### src/rtl/n_bit_factorial_inverse.sv
// Iterative inverse of n!: walks k!, k = 0..2^N-1, against a latched target and reports the exact match.
// Optional FACT_INV_FLOOR_EN: on a non-match, Number reports the largest k with k! below the target.
//
// state  | meaning
// IDLE   | waiting for Start; last result held on Found/Number
// SEARCH | comparing acc = k! with target, one k per clock
module n_bit_factorial_inverse #(
  parameter int N = 4
) (
  input  logic              clk,
  input  logic              rst,
  input  logic              Start,
  input  logic [10*N-1:0]   Factorial,
  output logic              Busy,
  output logic              Done,
  output logic              Found,
  output logic [N-1:0]      Number
);

  localparam int TW = 10 * N;
  localparam int AW = 11 * N;
  localparam logic [N-1:0] KMAX = '1;
  localparam logic [N-1:0] ONE  = {{(N-1){1'b0}}, 1'b1};

  typedef enum logic {IDLE, SEARCH} state_t;

  state_t          state;
  logic [TW-1:0]   target;
  logic [AW-1:0]   acc;
  logic [N-1:0]    k;

  logic [AW-1:0]   target_ext;
  logic [AW-1:0]   acc_next;
  logic            hit;
  logic            over;
  logic            stop_miss;
  logic [N-1:0]    miss_number;

  // acc <= target < 2^(10N) before each multiply, so the product never exceeds 11N bits
  assign target_ext = {{N{1'b0}}, target};
  assign acc_next   = acc * (AW'(k) + AW'(1));
  assign hit        = (acc == target_ext);
  assign over       = (acc > target_ext);
  assign stop_miss  = over || (k == KMAX);

`ifdef FACT_INV_FLOOR_EN
  always_comb begin
    miss_number = k;
    if (over) begin
      if (k == '0) miss_number = '0;
      else         miss_number = k - ONE;
    end
  end
`else
  assign miss_number = '0;
`endif

  always_ff @(posedge clk) begin
    if (rst) begin
      state  <= IDLE;
      Busy   <= 1'b0;
      Done   <= 1'b0;
      Found  <= 1'b0;
      Number <= '0;
      k      <= '0;
      acc    <= AW'(1);
      target <= '0;
    end else begin
      case (state)
        IDLE: begin
          Done <= 1'b0;
          if (Start) begin
            target <= Factorial;
            acc    <= AW'(1);
            k      <= '0;
            Busy   <= 1'b1;
            state  <= SEARCH;
          end
        end
        SEARCH: begin
          if (hit) begin
            Found  <= 1'b1;
            Number <= k;
            Done   <= 1'b1;
            Busy   <= 1'b0;
            state  <= IDLE;
          end else if (stop_miss) begin
            Found  <= 1'b0;
            Number <= miss_number;
            Done   <= 1'b1;
            Busy   <= 1'b0;
            state  <= IDLE;
          end else begin
            k   <= k + ONE;
            acc <= acc_next;
          end
        end
      endcase
    end
  end

endmodule
### config.mk
export PLATFORM = sky130hd
export DESIGN_NAME = n_bit_factorial_inverse
export DESIGN_NICKNAME = d
export VERILOG_FILES = /design/src/rtl/n_bit_factorial_inverse.sv
export SDC_FILE = /design/constraint.sdc
export NUM_CORES = 1
export LEC_CHECK = 0
export CORE_MARGIN = 4
export CORE_UTILIZATION = 35
export CTS_BUF_LIST = sky130_fd_sc_hd__clkbuf_16
export DETAILED_ROUTE_END_ITERATION = 10
export PLACE_DENSITY_LB_ADDON = 0.1
export SLEW_MARGIN = 15
export SYNTH_ARGS = -nofsm -noshare
export SYNTH_HDL_FRONTEND = slang
export SYNTH_SLANG_ARGS = --single-unit
### constraint.sdc
create_clock -name clk -period 14.52 [get_ports clk]
set_clock_uncertainty 0.1 [all_clocks]
set_input_delay 2.178 -clock clk [delete_from_list [all_inputs] [get_ports clk]]
set_output_delay 2.178 -clock clk [all_outputs]
set_load 0.02 [all_outputs]
==> results of run 1 <==
-- stage by stage --
step            util  cells
5_1_grt        0.397   1791
3_5_place_dp   0.386   1775
2_1_floorplan      -   1382
4_1_cts        0.397   1791
6_report       0.397   1791
3_3_place_gp   0.386   1775
-- cell type report --
type / count / area share
clock buffers: 9 / 0.0184
multi-input cells: 1014 / 0.664
flip-flops and latches: 96 / 0.157
well taps: 396 / 0.0405
repair buffers: 59 / 0.0458
clock inverters: 7 / 0.00972
inverters: 210 / 0.0644
-- metal layers --
metal,vias to the layer above,GRT usage
li1,4493,-
met1,4414,0.262
met2,144,0.288
met3,30,0.0416
met4,0,0.0440
met5,-,0
-- worst paths after layout --
kind / to / depth (start not counted) / from
setup / recovery: acc[40]$_SDFFE_PP0P_ / 19 / k[0]$_SDFFE_PP0P_
hold / removal: target[33]$_SDFFE_PP0P_ / 2 / target[33]$_SDFFE_PP0P_
setup reg to reg: acc[40]$_SDFFE_PP0P_ / 19 / k[0]$_SDFFE_PP0P_
hold reg to reg: target[33]$_SDFFE_PP0P_ / 2 / target[33]$_SDFFE_PP0P_
-- cell usage in the layout (no fill, tap or decap), types with 3 or more instances in the layout --
cell type / count
a211oi_1: 4
clkbuf_16: 9
xor2_1: 17
bufinv_16: 3
and3_1: 11
nor2b_1: 15
nand2b_1: 12
nand2_1: 167
nand4b_1: 3
buf_4: 10
a32o_1: 8
o21a_1: 10
nor3_1: 5
o21bai_1: 5
o211ai_1: 7
fa_1: 119
a22o_1: 6
clkdlybuf4s50_1: 48
xnor2_1: 26
a2111oi_0: 3
a31oi_1: 26
or4_1: 3
nand4_1: 11
a21oi_1: 105
dfxtp_1: 96
nor2_1: 69
o31ai_1: 3
and2_1: 146
a221oi_1: 4
nor4_1: 3
nand3_1: 23
ha_1: 87
a21o_1: 38
or3_1: 4
inv_1: 208
o21ai_0: 38
-- cell families (layout without fill, tap and decap cells) --
kind of cell / after synthesis / after routing / synth area share
compound gates: 281 / 281 / 0.162
xor+xnor: 45 / 45 / 0.0357
fa+ha+maj: 206 / 206 / 0.314
buf+inv: 272 / 285 / 0.0952
flops: 96 / 96 / 0.174
simple gates: 482 / 482 / 0.219
-- sequential cells by signal, indices dropped and copies added (netlist names) --
signal	cells
Found	1
Done	1
Number	4
state	1
Busy	1
target	40
k	4
acc	44
-- report_power, final --
part           switching (mW)  internal [mW]
clock                   0.125          0.169
sequential             0.0100          0.274
combinational          0.0927         0.0398
-- worst register-to-register path: stages, from the launching register on --
cell	delay, ns
dfxtp_1	0.57
ha_1	0.28
xor2_2	0.84
buf_4	0.45
and2_1	0.20
fa_1	0.45
fa_1	0.56
inv_1	0.06
fa_1	0.54
inv_1	0.04
ha_1	0.35
a21oi_1	0.24
o21bai_1	0.09
a21oi_1	0.20
o221ai_1	0.14
a21oi_1	0.32
o31ai_1	0.19
o21a_1	0.20
or3_1	0.31
a32o_1	0.25
==> results.ini, run 1 <==
[status]
status = complete, no violations

[drt]
met1_length_um = 15100
top_layer_used = met4
met2_length_um = 13300
vias = 9081
drt_pass1_iterations = 5
drt_iter0_markers = 429
drc_errors = 0
routedWlPerCell_um = 16.9
wl_met3_um = 1480
wirelength_um = 30300
vias_per_cell = 5.07
ant_nets = 0

[setup_path]
worstSetupEndpointType = flip-flop
max_stage_delay_ns = 0.83
required_ns = 14.69
cp-start-kind = flip-flop
worstPathMaxFanout = 22
crit_type = reg2reg
slowest_stage = xor2_2
path_buf_inv = 3
arrival_ns = 6.64
ff2ff_setup_slack_ns = 8.05
cpLargestDelayFamily = adder cells
crit_chain = ha_1, xor2_2, buf_4, and2_1, fa_1, fa_1, inv_1, fa_1, inv_1, ha_1, a21oi_1, o21bai_1, a21oi_1, o221ai_1, a21oi_1, o31ai_1, o21a_1, or3_1, a32o_1

[cells_and_area]
diodes = 0
nets = 1639
final_cell_area_um2 = 12200
fill_cells = 3211
multiInputGateArea_um2 = 8120
area_growth_pct = 10.7
layout.area.seq_um2 = 1920
drive_above_1_share = 0.0308

[synthesis]
synth_top_area_share = 0.216
yosysMostFrequentCell = inv_1
syn_avg_cell_area_um2 = 7.99
synth-edff-count = 0
syn_nets = 1631
yosys-top-cells-area = fa_1 22%, dfxtp_1 17%, ha_1 9.9%
yosysUniqueCellTypes = 63
synth_common_cells = 208 x inv_1, 167 x nand2_1, 146 x and2_1
synth_seq_cells = 96
ys_warn_count = 0
synth_seq_area_share = 0.174
ys.flop_type = dfxtp_1
synthArstFlopShare = 0
syn_inst = 1382
synth_area_um2 = 11000
yosys.area.top_type = fa_1

[grt]
gr-usage-all-layers = 0.185
grt_max_degree = 82
antenna_found_initial = 0
grt_first_pass_wirelength_um = 50600
grt_pass1_vias = 9284
grt_overflow = 0

[timing]
setup_ws_ns = 8.05
maxSlewViolCount = 0
rsz0062_at_grt = no
fin_crit_sh = 0.445
tightest_slew_ns = 1.05
setup_viol = 0
hold_viol_final = 0
timing.setup.tns_ns = 0
max_freq_ghz = 0.155
holdWs_ns = 0.355
worst_slew_margin_rel = 0.293
min_period_ns = 6.47

[place]
dp_slack_ns = 8.12
numPortBuffers = 49
globalplace.congestion = 0.801
dp_hpwl_um = 22400
place_area_um2 = 11900

[floorplanning]
fp.dieW_um = 186
core_region_area_um2 = 30800
die_h_um = 186
ios = 50
rows = 64
die-area_um2 = 34500
start_util = 0.358

[pwr]
p_leak_nw = 5.78
p_per_area_nw_per_um2 = 58.1
report.power.total_mw = 0.710
vdd_drop_max_uv = 59.5

[clock_tree]
postCtsHoldBufs = 0
cts_tree = done
clock_path_buffers = 2
clk_pin_slew_worst_paths_ns = 0.08
cts_buffers = 9
root_buffer = clkbuf_16
cts_sinks = 96
clock_latency_ns = 0.38
h-tree-depth = 3
cts_setup_buffers = 0
cts-resized-gates = 0

[flow_run]
cap_violations = 0

[min_path]
hp-class = reg2reg

Power figures use the tool's default switching activity.
==> inputs of run 2 (changes only) <==
- clock period: 14.52 -> 6.3 ns (I/O delays scaled with it)
==> run 2 against run 1 <==
Compared with the run above:
- cell count increased by 0.34%
- non-clock buffer count increased by 5
- clock-buffer cell count unchanged
- wire length increased by 0.56%
- die area unchanged
- via count about the same
- critical path type unchanged
==> results.ini, run 2 (synthesis results as in run 1) <==
[place]
place_area_um2 = 12000  ; +0.63%
globalplace.congestion = 0.825  ; +3.0%
dp_hpwl_um = 23000  ; +2.8%
numPortBuffers = 49  ; unchanged

[timing]
fin_crit_sh = 0.911  ; +0.466
timing.setup.tns_ns = 0  ; unchanged
hold_viol_final = 0  ; unchanged
max_freq_ghz = 0.174  ; +13%
tightest_slew_ns = 1.04  ; -0.00910 ns
holdWs_ns = 0.356  ; +0.00129 ns
min_period_ns = 5.74  ; -0.727 ns
setup_viol = 0  ; unchanged
worst_slew_margin_rel = 0.304  ; +0.0112
rsz0062_at_grt = no
maxSlewViolCount = 0  ; unchanged

[clock_tree]
clk_pin_slew_worst_paths_ns = 0.09  ; about the same
clock_path_buffers = 2  ; unchanged
root_buffer = clkbuf_16
cts_tree = done
cts_buffers = 9  ; unchanged
postCtsHoldBufs = 0  ; unchanged
cts_sinks = 96  ; unchanged
clock_latency_ns = 0.38  ; about the same
h-tree-depth = 3  ; unchanged

[floorplanning]
fp.dieW_um = 186  ; unchanged
core_region_area_um2 = 30800  ; unchanged
rows = 64  ; unchanged
die_h_um = 186  ; unchanged
ios = 50  ; unchanged
die-area_um2 = 34500  ; unchanged
start_util = 0.358  ; unchanged

[setup_path]
crit_type = reg2reg
r2r_cells = 21  ; +2
arrival_ns = 5.92  ; -0.72 ns
slowest_stage = fa_1
path_buf_inv = 5  ; +2
ff2ff_setup_slack_ns = 0.56  ; -7.49 ns
cp-start-kind = flip-flop
required_ns = 6.48  ; -8.21 ns
crit_cells = 21  ; +2
worstSetupEndpointType = flip-flop
max_stage_delay_ns = 0.56  ; -0.27 ns
cpLargestDelayFamily = adder cells
crit_chain = buf_4, nand3_1, xnor2_2, buf_4, buf_4, and2_1, fa_1, fa_1, inv_1, fa_1, inv_1, ha_1, and3_1, nand2_1, or2_1, o221ai_1, a21oi_1, o31ai_1, a221oi_1, xnor2_1, a22o_1
worstPathMaxFanout = 22  ; unchanged

[drt]
ant_nets = 0  ; unchanged
drt_iter0_markers = 433  ; +0.93%
vias_per_cell = 5.05  ; -0.40%
vias = 9075  ; -0.066%
drt_pass1_iterations = 5  ; unchanged
drc_errors = 0  ; unchanged
wirelength_um = 30500  ; +0.56%
routedWlPerCell_um = 17.0  ; +0.22%

[min_path]
hp-class = reg2reg
hold_path_depth = 2  ; unchanged

[status]
status = complete, no violations

[cells_and_area]
fin_util = 0.398  ; +0.00162
layout_commonest_cell = inv_1
regMostFlops = acc
drive_above_1_share = 0.0357  ; +0.00489
area_growth_pct = 11.2
reg.largest.list = acc: 44 flops, target: 40 flops
final_cell_area_um2 = 12300  ; +0.41%
largest_register_ffs = 44  ; unchanged
nets = 1644  ; +0.31%
layout_common_cells = 208 x inv_1, 167 x nand2_1, 146 x and2_1

[grt]
grt_first_pass_wirelength_um = 50200  ; -0.79%
grt_pass1_vias = 9226  ; -0.62%
gr-usage-all-layers = 0.183  ; -0.00170
grt_overflow = 0  ; unchanged
grt_max_degree = 46  ; -44%
antenna_found_initial = 0  ; unchanged

[flow_run]
cap_violations = 0  ; unchanged

[pwr]
vdd_drop_max_uv = 159  ; +170%
report.power.total_mw = 1.59  ; +120%
p_leak_nw = 5.81  ; +0.44%
p_per_area_nw_per_um2 = 130  ; +120%

## run 2: changes by cell type in the layout (fill, tap and decap cells not counted), moves of 2 or more
cell / previous run / this run
buf_4: 10 / 12
bufinv_16: 3 / 1
inv_6: 1 / 3
buf_12: 0 / 3
## run 2: final cells by class
class / count / area (um^2)
fill: 3227 / 18500
antenna: 1 / 2.50
multi-input combinational: 1014 / 8130
clock inverter: 7 / 83.8
sequential: 96 / 1920
inverter: 210 / 788
clock buffer: 9 / 225
timing repair buffer: 64 / 636
tap: 396 / 495
## run 2: path summary, 6_finish.rpt
| kind | start | to |
|---|---|---|
| setup reg to reg | k[0]$_SDFFE_PP0P_ | acc[42]$_SDFFE_PP0P_ |
| hold reg to reg | target[14]$_SDFFE_PP0P_ | target[14]$_SDFFE_PP0P_ |
| setup / recovery | k[0]$_SDFFE_PP0P_ | acc[42]$_SDFFE_PP0P_ |
| hold / removal | target[14]$_SDFFE_PP0P_ | target[14]$_SDFFE_PP0P_ |
## run 2: tightest hold or removal path, stage by stage (launching register included)
cell and delay, ns:
dfxtp_1 0.31, nand2_1 0.05, a21oi_1 0.05
## run 2: through the flow
step / worst slack, ns / std cells
2_1_floorplan: 0.878 / 1382
3_3_place_gp: 0.466 / 1780
4_1_cts: 0.293 / 1796
5_1_grt: 0.0149 / 1796
6_report: 0.562 / 1797
3_5_place_dp: 0.334 / 1780
## run 2: what timing repair did
item / 4_1_cts / 5_1_grt
buffers inserted: 0 / 0
gates resized for setup: 0 / 1
endpoints found under the setup margin: 0 / 16
## run 2: power by group
group          leakage [nW]  switching (mW)  internal, mW  total [mW]
Combinational          4.88           0.221         0.107       0.328
Clock                 0.149           0.298         0.317       0.615
Sequential            0.780          0.0192         0.632       0.651
Total                  5.81           0.539          1.06        1.59
## run 2: metal layers
| layer | part of all wire | routed length, um | global-route usage |
|---|---|---|---|
| met1 | 0.51 | 15400 | 0.270 |
| met2 | 0.44 | 13500 | 0.286 |
| met3 | 0.037 | 1130 | 0.0262 |
| met4 | 0.013 | 386 | 0.0393 |
| met5 | 0 | 0 | 0 |
